File: src/rtl/acap_mailbox_host_pkg.sv
// Shared mailbox constants and host FSM encoding for the AddToACAP port-A sequencer.
// Reused by the accumulator side and the benches so both agree on the mailbox map.
package acap_mailbox_host_pkg;

    localparam int unsigned MBX_RING_SIZE   = 1024;
    localparam int unsigned MBX_LOAD_WORDS  = 4096;
    localparam logic [31:0] MBX_LOAD_BASE   = 32'h0000_0000;
    localparam logic [31:0] MBX_START_ADDR  = 32'h0000_1004;
    localparam logic [31:0] MBX_DONE_ADDR   = 32'h0000_1789;
    localparam logic [31:0] MBX_RESULT_BASE = 32'h0000_1800;
    localparam logic [31:0] MBX_START_MAGIC = 32'hDEAD_BEEF;
    localparam logic [31:0] MBX_DONE_MAGIC  = 32'hD01E_CAFE;
    localparam int unsigned MBX_POLL_GAP    = 16;
    localparam int unsigned MBX_TIMEOUT     = 2000000;
    localparam int unsigned MBX_FIFO_DEPTH  = 4;

    typedef enum logic [2:0] {
        ST_IDLE,
        ST_LOAD,
        ST_KICK,
        ST_POLL,
        ST_CLR,
        ST_READ
    } mbx_state_e;

endpackage

File: src/rtl/mbx_skid_fifo.sv
// Small synchronous FIFO buffering result words between BRAM reads and the m_* stream.
// Exposes its occupancy so the reader can account for reads still in flight.
module mbx_skid_fifo #(
    parameter int unsigned DEPTH = 4,
    parameter int unsigned WIDTH = 32,
    localparam int unsigned AW   = $clog2(DEPTH)
) (
    input  logic             clk_i,
    input  logic             resetn_i,
    input  logic             push_i,
    input  logic [WIDTH-1:0] data_i,
    input  logic             pop_i,
    output logic [WIDTH-1:0] data_o,
    output logic             empty_o,
    output logic [AW:0]      count_o
);
    localparam int unsigned CW = AW + 1;

    logic [WIDTH-1:0] mem_q [DEPTH];
    logic [AW-1:0]    wr_ptr_q;
    logic [AW-1:0]    rd_ptr_q;
    logic [AW:0]      count_q;
    logic             full;
    logic             do_push;
    logic             do_pop;

    assign full    = (count_q == CW'(DEPTH));
    assign empty_o = (count_q == '0);
    assign do_pop  = pop_i && !empty_o;
    assign do_push = push_i && (!full || do_pop);
    assign data_o  = mem_q[rd_ptr_q];
    assign count_o = count_q;

    always_ff @(posedge clk_i) begin
        if (do_push) begin
            mem_q[wr_ptr_q] <= data_i;
        end
    end

    always_ff @(posedge clk_i or negedge resetn_i) begin
        if (!resetn_i) begin
            wr_ptr_q <= '0;
            rd_ptr_q <= '0;
            count_q  <= '0;
        end else begin
            if (do_push) wr_ptr_q <= wr_ptr_q + 1'b1;
            if (do_pop)  rd_ptr_q <= rd_ptr_q + 1'b1;
            count_q <= count_q + {{AW{1'b0}}, do_push} - {{AW{1'b0}}, do_pop};
        end
    end

    // The reader's credit scheme must never push into a full FIFO without a pop.
    assert property (@(posedge clk_i) disable iff (!resetn_i) !(push_i && full && !pop_i));

endmodule

File: src/rtl/acap_mailbox_host.sv
// Port-A host sequencer for the AddToACAP mailbox BRAM: load input, kick, poll done,
// clear the done flag and stream the 2*RING_SIZE result words out through a skid FIFO.
module acap_mailbox_host
    import acap_mailbox_host_pkg::*;
#(
    parameter int unsigned RING_SIZE   = MBX_RING_SIZE,
    parameter int unsigned LOAD_WORDS  = MBX_LOAD_WORDS,
    parameter logic [31:0] LOAD_BASE   = MBX_LOAD_BASE,
    parameter logic [31:0] START_ADDR  = MBX_START_ADDR,
    parameter logic [31:0] DONE_ADDR   = MBX_DONE_ADDR,
    parameter logic [31:0] RESULT_BASE = MBX_RESULT_BASE,
    parameter logic [31:0] START_MAGIC = MBX_START_MAGIC,
    parameter logic [31:0] DONE_MAGIC  = MBX_DONE_MAGIC,
    parameter int unsigned POLL_GAP    = MBX_POLL_GAP,
    parameter int unsigned TIMEOUT     = MBX_TIMEOUT,
    parameter int unsigned FIFO_DEPTH  = MBX_FIFO_DEPTH
) (
    input  logic        clk_i,
    input  logic        resetn_i,
    input  logic        cmd_start_i,
    output logic        busy_o,
    output logic        done_o,
    output logic        error_o,
    input  logic [31:0] s_data_i,
    input  logic        s_valid_i,
    output logic        s_ready_o,
    output logic [31:0] m_data_o,
    output logic        m_valid_o,
    input  logic        m_ready_i,
    output logic        m_last_o,
    output logic [31:0] bram_addr_o,
    output logic [31:0] bram_wdata_o,
    output logic [3:0]  bram_we_o,
    output logic        bram_en_o,
    input  logic [31:0] bram_rdata_i
);
    localparam int unsigned RESULT_WORDS = 2 * RING_SIZE;
    localparam int unsigned CW           = $clog2(FIFO_DEPTH) + 1;

    mbx_state_e  state_q;
    logic [31:0] ld_cnt_q;
    logic [31:0] rd_cnt_q;
    logic [31:0] out_cnt_q;
    logic [31:0] gap_q;
    logic [31:0] tmo_q;
    logic [1:0]  rd_pipe_q;
    logic [1:0]  poll_pipe_q;
    logic        error_q;
    logic        done_q;
    logic [31:0] bram_addr_q;
    logic [31:0] bram_wdata_q;
    logic [3:0]  bram_we_q;
    logic        bram_en_q;

    logic [CW-1:0] fifo_count;
    logic          fifo_empty;
    logic          pop;
    logic          last_word;
    logic [31:0]   occupancy;
    logic          can_issue;

    assign busy_o       = (state_q != ST_IDLE);
    assign s_ready_o    = (state_q == ST_LOAD);
    assign done_o       = done_q;
    assign error_o      = error_q;
    assign bram_addr_o  = bram_addr_q;
    assign bram_wdata_o = bram_wdata_q;
    assign bram_we_o    = bram_we_q;
    assign bram_en_o    = bram_en_q;

    assign m_valid_o = !fifo_empty;
    assign pop       = m_valid_o && m_ready_i;
    assign last_word = (out_cnt_q == 32'(RESULT_WORDS - 1));
    assign m_last_o  = m_valid_o && last_word;

    // Reads already issued occupy FIFO slots before their data arrives two edges later.
    assign occupancy = 32'(fifo_count) + 32'(rd_pipe_q[0]) + 32'(rd_pipe_q[1]);
    assign can_issue = (state_q == ST_READ) && (rd_cnt_q < RESULT_WORDS) && (occupancy < FIFO_DEPTH);

    mbx_skid_fifo #(
        .DEPTH (FIFO_DEPTH),
        .WIDTH (32)
    ) u_fifo (
        .clk_i    (clk_i),
        .resetn_i (resetn_i),
        .push_i   (rd_pipe_q[1]),
        .data_i   (bram_rdata_i),
        .pop_i    (pop),
        .data_o   (m_data_o),
        .empty_o  (fifo_empty),
        .count_o  (fifo_count)
    );

    always_ff @(posedge clk_i or negedge resetn_i) begin
        if (!resetn_i) begin
            state_q      <= ST_IDLE;
            ld_cnt_q     <= '0;
            rd_cnt_q     <= '0;
            out_cnt_q    <= '0;
            gap_q        <= '0;
            tmo_q        <= '0;
            rd_pipe_q    <= '0;
            poll_pipe_q  <= '0;
            error_q      <= 1'b0;
            done_q       <= 1'b0;
            bram_addr_q  <= '0;
            bram_wdata_q <= '0;
            bram_we_q    <= '0;
            bram_en_q    <= 1'b0;
        end else begin
            bram_en_q   <= 1'b0;
            bram_we_q   <= 4'b0000;
            done_q      <= 1'b0;
            rd_pipe_q   <= {rd_pipe_q[0], can_issue};
            poll_pipe_q <= {poll_pipe_q[0], 1'b0};
            if (pop) out_cnt_q <= out_cnt_q + 32'd1;

            case (state_q)
                ST_IDLE: begin
                    if (cmd_start_i) begin
                        state_q  <= ST_LOAD;
                        error_q  <= 1'b0;
                        ld_cnt_q <= '0;
                    end
                end
                ST_LOAD: begin
                    if (s_valid_i) begin
                        bram_en_q    <= 1'b1;
                        bram_we_q    <= 4'b1111;
                        bram_addr_q  <= LOAD_BASE + ld_cnt_q;
                        bram_wdata_q <= s_data_i;
                        ld_cnt_q     <= ld_cnt_q + 32'd1;
                        if (ld_cnt_q == LOAD_WORDS - 1) state_q <= ST_KICK;
                    end
                end
                ST_KICK: begin
                    bram_en_q    <= 1'b1;
                    bram_we_q    <= 4'b1111;
                    bram_addr_q  <= START_ADDR;
                    bram_wdata_q <= START_MAGIC;
                    gap_q        <= '0;
                    tmo_q        <= '0;
                    state_q      <= ST_POLL;
                end
                ST_POLL: begin
                    tmo_q <= tmo_q + 32'd1;
                    if (gap_q == '0) begin
                        bram_en_q   <= 1'b1;
                        bram_addr_q <= DONE_ADDR;
                        gap_q       <= POLL_GAP - 1;
                        poll_pipe_q <= {poll_pipe_q[0], 1'b1};
                    end else begin
                        gap_q <= gap_q - 32'd1;
                    end
                    if (poll_pipe_q[1] && (bram_rdata_i == DONE_MAGIC)) begin
                        state_q <= ST_CLR;
                    end else if (tmo_q == TIMEOUT - 1) begin
                        error_q <= 1'b1;
                        state_q <= ST_IDLE;
                    end
                end
                ST_CLR: begin
                    bram_en_q    <= 1'b1;
                    bram_we_q    <= 4'b1111;
                    bram_addr_q  <= DONE_ADDR;
                    bram_wdata_q <= 32'h0;
                    rd_cnt_q     <= '0;
                    out_cnt_q    <= '0;
                    state_q      <= ST_READ;
                end
                ST_READ: begin
                    if (can_issue) begin
                        bram_en_q   <= 1'b1;
                        bram_addr_q <= RESULT_BASE + rd_cnt_q;
                        rd_cnt_q    <= rd_cnt_q + 32'd1;
                    end
                    if (pop && last_word) begin
                        done_q  <= 1'b1;
                        state_q <= ST_IDLE;
                    end
                end
                default: state_q <= ST_IDLE;
            endcase
        end
    end

endmodule

File: config.mk
export PLATFORM = sky130hd
export DESIGN_NAME = acap_mailbox_host
export DESIGN_NICKNAME = d
export VERILOG_FILES = /design/src/rtl/acap_mailbox_host_pkg.sv /design/src/rtl/mbx_skid_fifo.sv /design/src/rtl/acap_mailbox_host.sv
export SDC_FILE = /design/constraint.sdc
export NUM_CORES = 1
export LEC_CHECK = 0
export BUFFER_PORTS_ARGS = -buffer_cell sky130_fd_sc_hd__clkbuf_2
export CORE_MARGIN = 4
export CORE_UTILIZATION = 60
export CTS_BUF_LIST = sky130_fd_sc_hd__clkbuf_4
export DETAILED_ROUTE_END_ITERATION = 10
export HOLD_SLACK_MARGIN = 0.12
export MAX_ROUTING_LAYER = met4
export PLACE_DENSITY_LB_ADDON = 0.25
export SKIP_CTS_REPAIR_TIMING = 1
export SLEW_MARGIN = 20
export SYNTH_ARGS = -nofsm -noshare
export SYNTH_HDL_FRONTEND = slang
export SYNTH_HIERARCHICAL = 1
export SYNTH_SLANG_ARGS = --single-unit
File: constraint.sdc
create_clock -name clk_i -period 3.3 [get_ports clk_i]
set_input_delay 0.33 -clock clk_i [delete_from_list [all_inputs] [get_ports clk_i]]
set_output_delay 0.33 -clock clk_i [all_outputs]
set_load 0.005 [all_outputs]
# Word-level counts from Yosys, hierarchy flattened
# Memories as Yosys holds them, arrays and structs flattened.
# Cells that the tools add are included.
[totals] regBits=245 latchBits=0 ram_bits=128 rom_bits=0 inputBits=69 out_inout_bits=107 elab_cells=119 memories=1
[op_classes] n_addsub=12 multipliers=0 n_div=0 n_lt_le_gt_ge=2 n_eq_ne=19 n_shift=0 n_mux=39 bitwise_logic=0 n_reduce_logical=29
[mem_list] name="u_fifo.mem_q" depth=4 word_bits=32 read_ports=1 rd_clocked_by_memory_dff=0 wr=1 line="mbx_skid_fifo.sv:19" text="logic [WIDTH-1:0] mem_q [DEPTH];"
[op_table] op="32-bit 2-to-1 mux" n=10
[op_table] op="32-bit case mux with 2 select lines" n=4
[op_table] op="32-bit case mux with 5 select lines" n=1
[op_table] op="32-bit by 1-bit adder with 32-bit output, second input constant" n=4
[op_table] op="32-bit case mux with 3 select lines" n=1
[op_table] op="13-bit by 32-bit adder with 32-bit output, first input constant" n=1
[op_table] op="32-bit by 11-bit equality test with 1-bit output, second input constant" n=1
[op_table] op="32-bit by 12-bit equality test with 1-bit output, second input constant" n=1
[op_table] op="32-bit by 21-bit equality test with 1-bit output, second input constant" n=1
[op_table] op="32-bit equality test, second input constant" n=1
[op_table] op="32-bit logical NOT" n=1
[op_table] op="32-bit by 12-bit < comparator with 1-bit output, second input constant" n=1
[op_table] op="32-bit by 1-bit subtractor with 32-bit output, second input constant" n=1
[op_table] op="3-bit 2-to-1 mux" n=6
[op_table] op="3-bit case mux with 6 select lines" n=1
[op_table] op="1-bit 2-to-1 mux" n=12
[op_table] op="2-bit inequality test, second input constant" n=6
[op_table] op="2-bit nonzero test" n=5
[op_table] op="3-bit equality test, second input constant" n=3
[op_table] op="1-bit logical AND" n=8
[op_table] op="4-bit case mux with 2 select lines" n=1
[op_table] op="4-bit AND reduction" n=2
[op_table] op="3-bit by 2-bit equality test with 1-bit output, second input constant" n=2
[op_table] op="3-bit logical NOT" n=2
[op_table] op="other kinds (20)" n=25

# Depth between registers and ports, before layout
[depth] depth_word=8 mapped_depth=13 ltp_nobuf=12

# Hierarchy
# The synthesis kept the hierarchy.
[by_module_without_submodules] module="acap_mailbox_host" n_inst=1 cells_per_inst=1318 area_per_inst_um2=12333.1 seq_area_each_um2=5880.6
[by_module_without_submodules] module="mbx_skid_fifo" n_inst=1 cells_per_inst=203 area_per_inst_um2=5018.6 seq_area_each_um2=4018.9

# Least setup slack after synthesis
# OpenSTA, ideal clock, no wires.
[synth_path] path_kind="register -> register" start="register u_fifo.count_q[2] (netlist: u_fifo/count_o[2])" end="register u_fifo.count_q[2] (netlist: u_fifo/count_o[2])" setup_time_ns=0.123 t_arrival_ns=2.604 required_ns=3.177 setup_slack_ns=0.574 path_stages_with_launch=14 path_buffers=1 synth_period_minus_slack_ns=2.726 cell_sequence="dfrtp_1 -> nor3_1 -> inv_1 -> nand2_1 -> inv_1 -> clkbuf_1 -> o41a_1 -> inv_1 -> ha_1 -> inv_1 -> ha_1 -> fa_1 -> xnor2_1 -> xnor2_1"
[synth_via] elab_chain_len=8 elab_cells_between_ends=10 classes_between="2 x add/sub; 1 x eq/ne; 7 x reduce/logical"
[synth_rtl] element="start: declaration" line="mbx_skid_fifo.sv:22" text="logic [AW:0] count_q;"
[synth_rtl] element="start signal: assignment" line="mbx_skid_fifo.sv:48" text="count_q <= count_q + {{AW{1'b0}}, do_push} - {{AW{1'b0}}, do_pop};"
[synth_rtl] element="3-bit logical NOT *" line="mbx_skid_fifo.sv:28" text="assign empty_o = (count_q == '0);"
[synth_rtl] element="named net fifo_empty" line="acap_mailbox_host.sv:56" text="logic fifo_empty;"
[synth_rtl] element="1-bit logical NOT *" line="acap_mailbox_host.sv:71" text="assign m_valid_o = !fifo_empty;"
[synth_rtl] element="named net m_valid_o" line="acap_mailbox_host.sv:28" text="output logic m_valid_o,"
[synth_rtl] element="1-bit logical AND *" line="acap_mailbox_host.sv:72" text="assign pop = m_valid_o && m_ready_i;"
[synth_rtl] element="named net pop" line="acap_mailbox_host.sv:57" text="logic pop;"
[synth_rtl] element="1-bit logical AND *" line="mbx_skid_fifo.sv:29" text="assign do_pop = pop_i && !empty_o;"
[synth_rtl] element="1-bit logical OR" line="mbx_skid_fifo.sv:30" text="assign do_push = push_i && (!full || do_pop);"
[synth_rtl] element="1-bit logical AND" line="mbx_skid_fifo.sv:30"
[synth_rtl] element="3-bit by 1-bit adder with 3-bit output" line="mbx_skid_fifo.sv:48"
[synth_rtl] element="3-bit by 1-bit subtractor with 3-bit output *" line="mbx_skid_fifo.sv:48"
# Mark *: on every way through the listed nets, which the timed path passes. The rest lies on a longest branch.
# A chain may end at the register's enable or synchronous reset.

# Worst setup path in the final report
[layout_path] start="register u_fifo.rd_ptr_q[0]" end="output m_data_o[0]"
[layout_via] elab_chain_len=1
[layout_rtl] element="start: declaration" line="mbx_skid_fifo.sv:21" text="logic [AW-1:0] rd_ptr_q;"
[layout_rtl] element="start signal: assignment" line="mbx_skid_fifo.sv:47" text="if (do_pop) rd_ptr_q <= rd_ptr_q + 1'b1;"
[layout_rtl] element="memory read 4 x 32 bit"
[layout_rtl] element="end: declaration" line="acap_mailbox_host.sv:27" text="output logic [31:0] m_data_o,"
# No other way between the ends.

==> summary.txt <==
=======================================================================================
Maximum buffer depth of the clock tree ...................................            3
Worst stage delay on the critical path ...................................       860 ps
Total of warnings raised by yosys ........................................            6
Setup Viol. Count Final ..................................................            0
Floorplan core area ......................................................   28,200 um2
Sequential share of the synthesized area .................................        57.1%
Global placement routability congestion ..................................        0.885
# IOs ....................................................................          176
Min-Delay Startpoint ..................................................... s_data_i[29]
Top achievable clock speed ...............................................      352 MHz
Clock-pin transition on the worst setup and hold timing paths ............        80 ps
CTS root buf ............................................................. sky130_fd_sc_hd__clkbuf_4
Maximum number of pins on one net before global-route repair .............           98
Area of the die ..........................................................   31,700 um2
Total vias in the final route ............................................       13,500
H-Tree Level Count .......................................................            3
Detailed-router iteration count before antenna repair ....................            6
Pins over their slew limit ...............................................            0
Setup Skew ...............................................................      49.2 ps
Post-synth cell types ....................................................           75
Number of cells on the worst reg-to-reg path .............................            8
Hold Crit Class ..........................................................    in -> reg
Critical path cell sequence .............................................. buf_12 -> mux4_2 -> clkbuf_2
Internal reg-to-reg setup slack ..........................................       530 ps
Number of vias per cell ..................................................         6.01
Final #Nets ..............................................................        1,888
Number of violations reported at the end of detailed-routing iteration 0 .        1,473
Fill cells ...............................................................        1,920
Unrepaired setup endpoints after global routing ..........................        false
Final hold violation count ...............................................            0
Final-layout setup total negative slack ..................................         0 ps
Clock tree from TritonCTS ................................................         done
Wire length of the first global-routing pass .............................    65,300 um
Hold_ws ..................................................................       359 ps
Source-to-sink clock delay at the later pin of the worst-skew pair .......       750 ps
Critical path data arrival time ..........................................      2510 ps
Share of the clock period used by the worst path after layout ............        86.0%
Drt total wl .............................................................    43,400 um
Number of maximum-capacitance violations .................................            0
Combined area of the multi-input logic cells .............................     6920 um2
Worst Path Required ......................................................      2970 ps
Peak supply drop .........................................................   0.000381 V
Finished layout cell area ................................................   20,500 um2
Kind of capture point of the worst setup path ............................   output pin
Placed inst area .........................................................   18,600 um2
Transition time at the pin with the least slew margin ....................       877 ps
Mean post-synth cell area ................................................     11.4 um2
Num CTS Buffers ..........................................................           93
R2R Path Start ........................................................... gap_q[0]$_DFFE_PN0P_
Worst hold path depth ....................................................            4
Kind of critical path ....................................................   reg -> out
Area used by sequential logic in the layout ..............................     9900 um2
Total Routing Usage GR ...................................................        26.3%
Synth-to-layout area growth ..............................................        17.9%
Die Ht ...................................................................       178 um
Share of flip-flops with an asynchronous set or reset after synthesis ....        65.4%
Per-cell routed wire length ..............................................      19.3 um
Total power density per cell area ........................................   700 nW/um2
Mapped Nets ..............................................................        1,606
Post-DP HPWL .............................................................    27,100 um
Fraction of layout instances using a drive strength above 1 ..............        22.2%
Number of design rule violations left after detail routing ...............            0
Worst-case headroom to the max-slew limit ................................        41.0%
Largest driver fanout on the critical path ...............................           21
Vias in the first global route ...........................................       12,700
Synthesized cell area ....................................................   17,400 um2
Mapped Cells .............................................................        1,521
Initial core utilization .................................................        61.6%
Leakage power figure .....................................................      8.84 nW
Residual antenna-violating net count after detailed routing ..............            0
Worst r2r dst ............................................................ bram_addr_o[1]$_DFFE_PN0P_
Category of the worst setup path launch point ............................     register
Sinks on the clock net ...................................................          370
Buffers added on ports ...................................................          175
Outcome .................................................................. complete, no violations
Flops & latches, synth ...................................................          370
Count of flip-flops with a built-in enable after synthesis ...............          128
Std cell rows ............................................................           61
Global-route congestion overflow total ...................................            0
Slowest library cell on the worst path ................................... sky130_fd_sc_hd__dfrtp_2
WHS Endpoint ............................................................. bram_wdata_o[29]$_DFFE_PN0P_
Horizontal die dimension .................................................       178 um
Ys flop type ............................................................. sky130_fd_sc_hd__dfrtp_1
Minimum clock period after layout ........................................      2840 ps
Initial antenna violation count ..........................................            2
=======================================================================================
## Yosys cell counts, drive strengths merged, types with 7 or more instances
master | number | area, um2
a21oi | 57 | 285
a22o | 19 | 166
a31oi | 9 | 56.3
and2 | 32 | 200
and3 | 19 | 119
and4 | 21 | 184
buf | 27 | 189
clkbuf | 62 | 233
dfrtp | 242 | 6060
edfxtp | 128 | 3840
ha | 15 | 188
inv | 31 | 116
mux2 | 30 | 342
mux2i | 10 | 100
mux4 | 32 | 721
nand2 | 145 | 544
nand2b | 12 | 75.1
nand3 | 50 | 250
nand4 | 44 | 275
nor2 | 123 | 462
nor3 | 48 | 257
nor4 | 59 | 390
nor4b | 7 | 61.3
o21a | 10 | 75.1
o21ai | 73 | 365
o311ai | 7 | 61.3
o31ai | 12 | 90.1
or3 | 25 | 156
xnor2 | 49 | 429
xor2 | 45 | 394
## layer usage
metal  part of all wire [%]  vias to the layer above  GRT usage [%]
met5                      0                        -              -
met3                    6.4                      114           4.22
li1                       -                     6219              -
met4                    3.2                        0           8.35
met1                     41                     6625           35.8
met2                     49                      581           41.3
## kinds of logic (layout without fill, tap and decap cells)
| group | count (synthesis) | in the layout | share of synthesized area, % |
|---|---|---|---|
| mux | 72 | 72 | 6.70 |
| other cells | 0 | 3 | 0 |
| simple gates | 622 | 622 | 18.8 |
| xor+xnor | 94 | 94 | 4.74 |
| buf+inv | 121 | 472 | 3.12 |
| compound gates | 226 | 226 | 8.34 |
| flops | 370 | 370 | 57.1 |
| fa+ha+maj | 16 | 16 | 1.20 |
## area by class of cell
type	count	share of cell area, %
inverters	32	0.587
diodes	3	0.0367
clock inverters	23	0.550
repair buffers	276	9.13
clock buffers	141	5.17
flip-flops and latches	370	48.4
well taps	378	2.31
multi-input cells	1030	33.8
## sequential cells by signal, summed over array words and instances (netlist names), 2 cells and up
| name | count |
|---|---|
| rd_pipe_q | 2 |
| ld_cnt_q | 32 |
| bram_wdata_o | 32 |
| gap_q | 32 |
| u_fifo/wr_ptr_q | 2 |
| u_fifo/mem_q | 128 |
| tmo_q | 32 |
| u_fifo/rd_ptr_q | 2 |
| poll_pipe_q | 2 |
| rd_cnt_q | 32 |
| state_q | 3 |
| out_cnt_q | 32 |
| bram_addr_o | 32 |
| u_fifo/count_o | 3 |
## layout by cell type, fill, tap and decap left out, types with 7 or more instances in the layout
cell type | synthesis | routed
sky130_fd_sc_hd__dfrtp_1 | 242 | 241
sky130_fd_sc_hd__clkbuf_2 | 0 | 174
sky130_fd_sc_hd__nand2_1 | 145 | 145
sky130_fd_sc_hd__clkbuf_4 | 0 | 141
sky130_fd_sc_hd__edfxtp_1 | 128 | 128
sky130_fd_sc_hd__nor2_1 | 123 | 123
sky130_fd_sc_hd__o21ai_0 | 71 | 71
sky130_fd_sc_hd__dlygate4sd3_1 | 0 | 70
sky130_fd_sc_hd__nor4_1 | 57 | 57
sky130_fd_sc_hd__a21oi_1 | 57 | 57
sky130_fd_sc_hd__nand3_1 | 50 | 50
sky130_fd_sc_hd__xnor2_1 | 49 | 49
sky130_fd_sc_hd__nor3_1 | 46 | 45
sky130_fd_sc_hd__xor2_1 | 45 | 45
sky130_fd_sc_hd__nand4_1 | 44 | 44
sky130_fd_sc_hd__mux4_2 | 32 | 32
sky130_fd_sc_hd__inv_1 | 30 | 30
sky130_fd_sc_hd__and2_1 | 30 | 30
sky130_fd_sc_hd__buf_4 | 7 | 27
sky130_fd_sc_hd__or3_1 | 25 | 25
sky130_fd_sc_hd__mux2_1 | 24 | 24
sky130_fd_sc_hd__and4_1 | 21 | 21
sky130_fd_sc_hd__and3_1 | 19 | 19
sky130_fd_sc_hd__a22o_1 | 19 | 19
sky130_fd_sc_hd__clkinv_1 | 1 | 15
sky130_fd_sc_hd__ha_1 | 15 | 15
sky130_fd_sc_hd__o31ai_1 | 12 | 12
sky130_fd_sc_hd__nand2b_1 | 12 | 11
sky130_fd_sc_hd__mux2i_1 | 10 | 10
sky130_fd_sc_hd__o21a_1 | 10 | 10
sky130_fd_sc_hd__a31oi_1 | 9 | 9
sky130_fd_sc_hd__nor4b_1 | 7 | 7
sky130_fd_sc_hd__o311ai_0 | 7 | 7
## metrics by stage
step | util, % | std cells | total power, mW | setup WS, ps
floorplan | - | 1521 | 8.93 | 574
global placement | 66.0 | 2016 | 10.2 | 627
detailed placement | 66.0 | 2016 | 10.4 | 555
CTS | 70.2 | 2180 | 14.2 | 349
global route | 72.7 | 2252 | 15.2 | 260
finish | 72.7 | 2253 | 14.3 | 463
## where the power goes
part           internal [mW]  switching, mW
clock                   1.96           1.86
combinational           1.92           2.72
sequential              5.30          0.570
total                   9.18           5.15
## how the worst max path moves through the flow
stage                                        start                          end  cells after the start
finish              u_fifo/rd_ptr_q[0]$_DFFE_PN0N_                  m_data_o[0]                      3
CTS                 u_fifo/rd_ptr_q[0]$_DFFE_PN0N_                  m_data_o[0]                      3
global route        u_fifo/rd_ptr_q[0]$_DFFE_PN0N_                 m_data_o[15]                      3
detailed placement     u_fifo/count_o[1]$_DFF_PN0_  u_fifo/count_o[2]$_DFF_PN0_                     12
floorplan              u_fifo/count_o[2]$_DFF_PN0_  u_fifo/count_o[2]$_DFF_PN0_                     13
global placement       u_fifo/count_o[2]$_DFF_PN0_  u_fifo/count_o[2]$_DFF_PN0_                     12
## critical path, delay by kind of cell (launching register included)
family                 cells  cell delay, ps
buffers and inverters      2             400
flip-flops                 1             860
multiplexers               1             540
No activity file was read; power rests on OpenSTA's default activity.
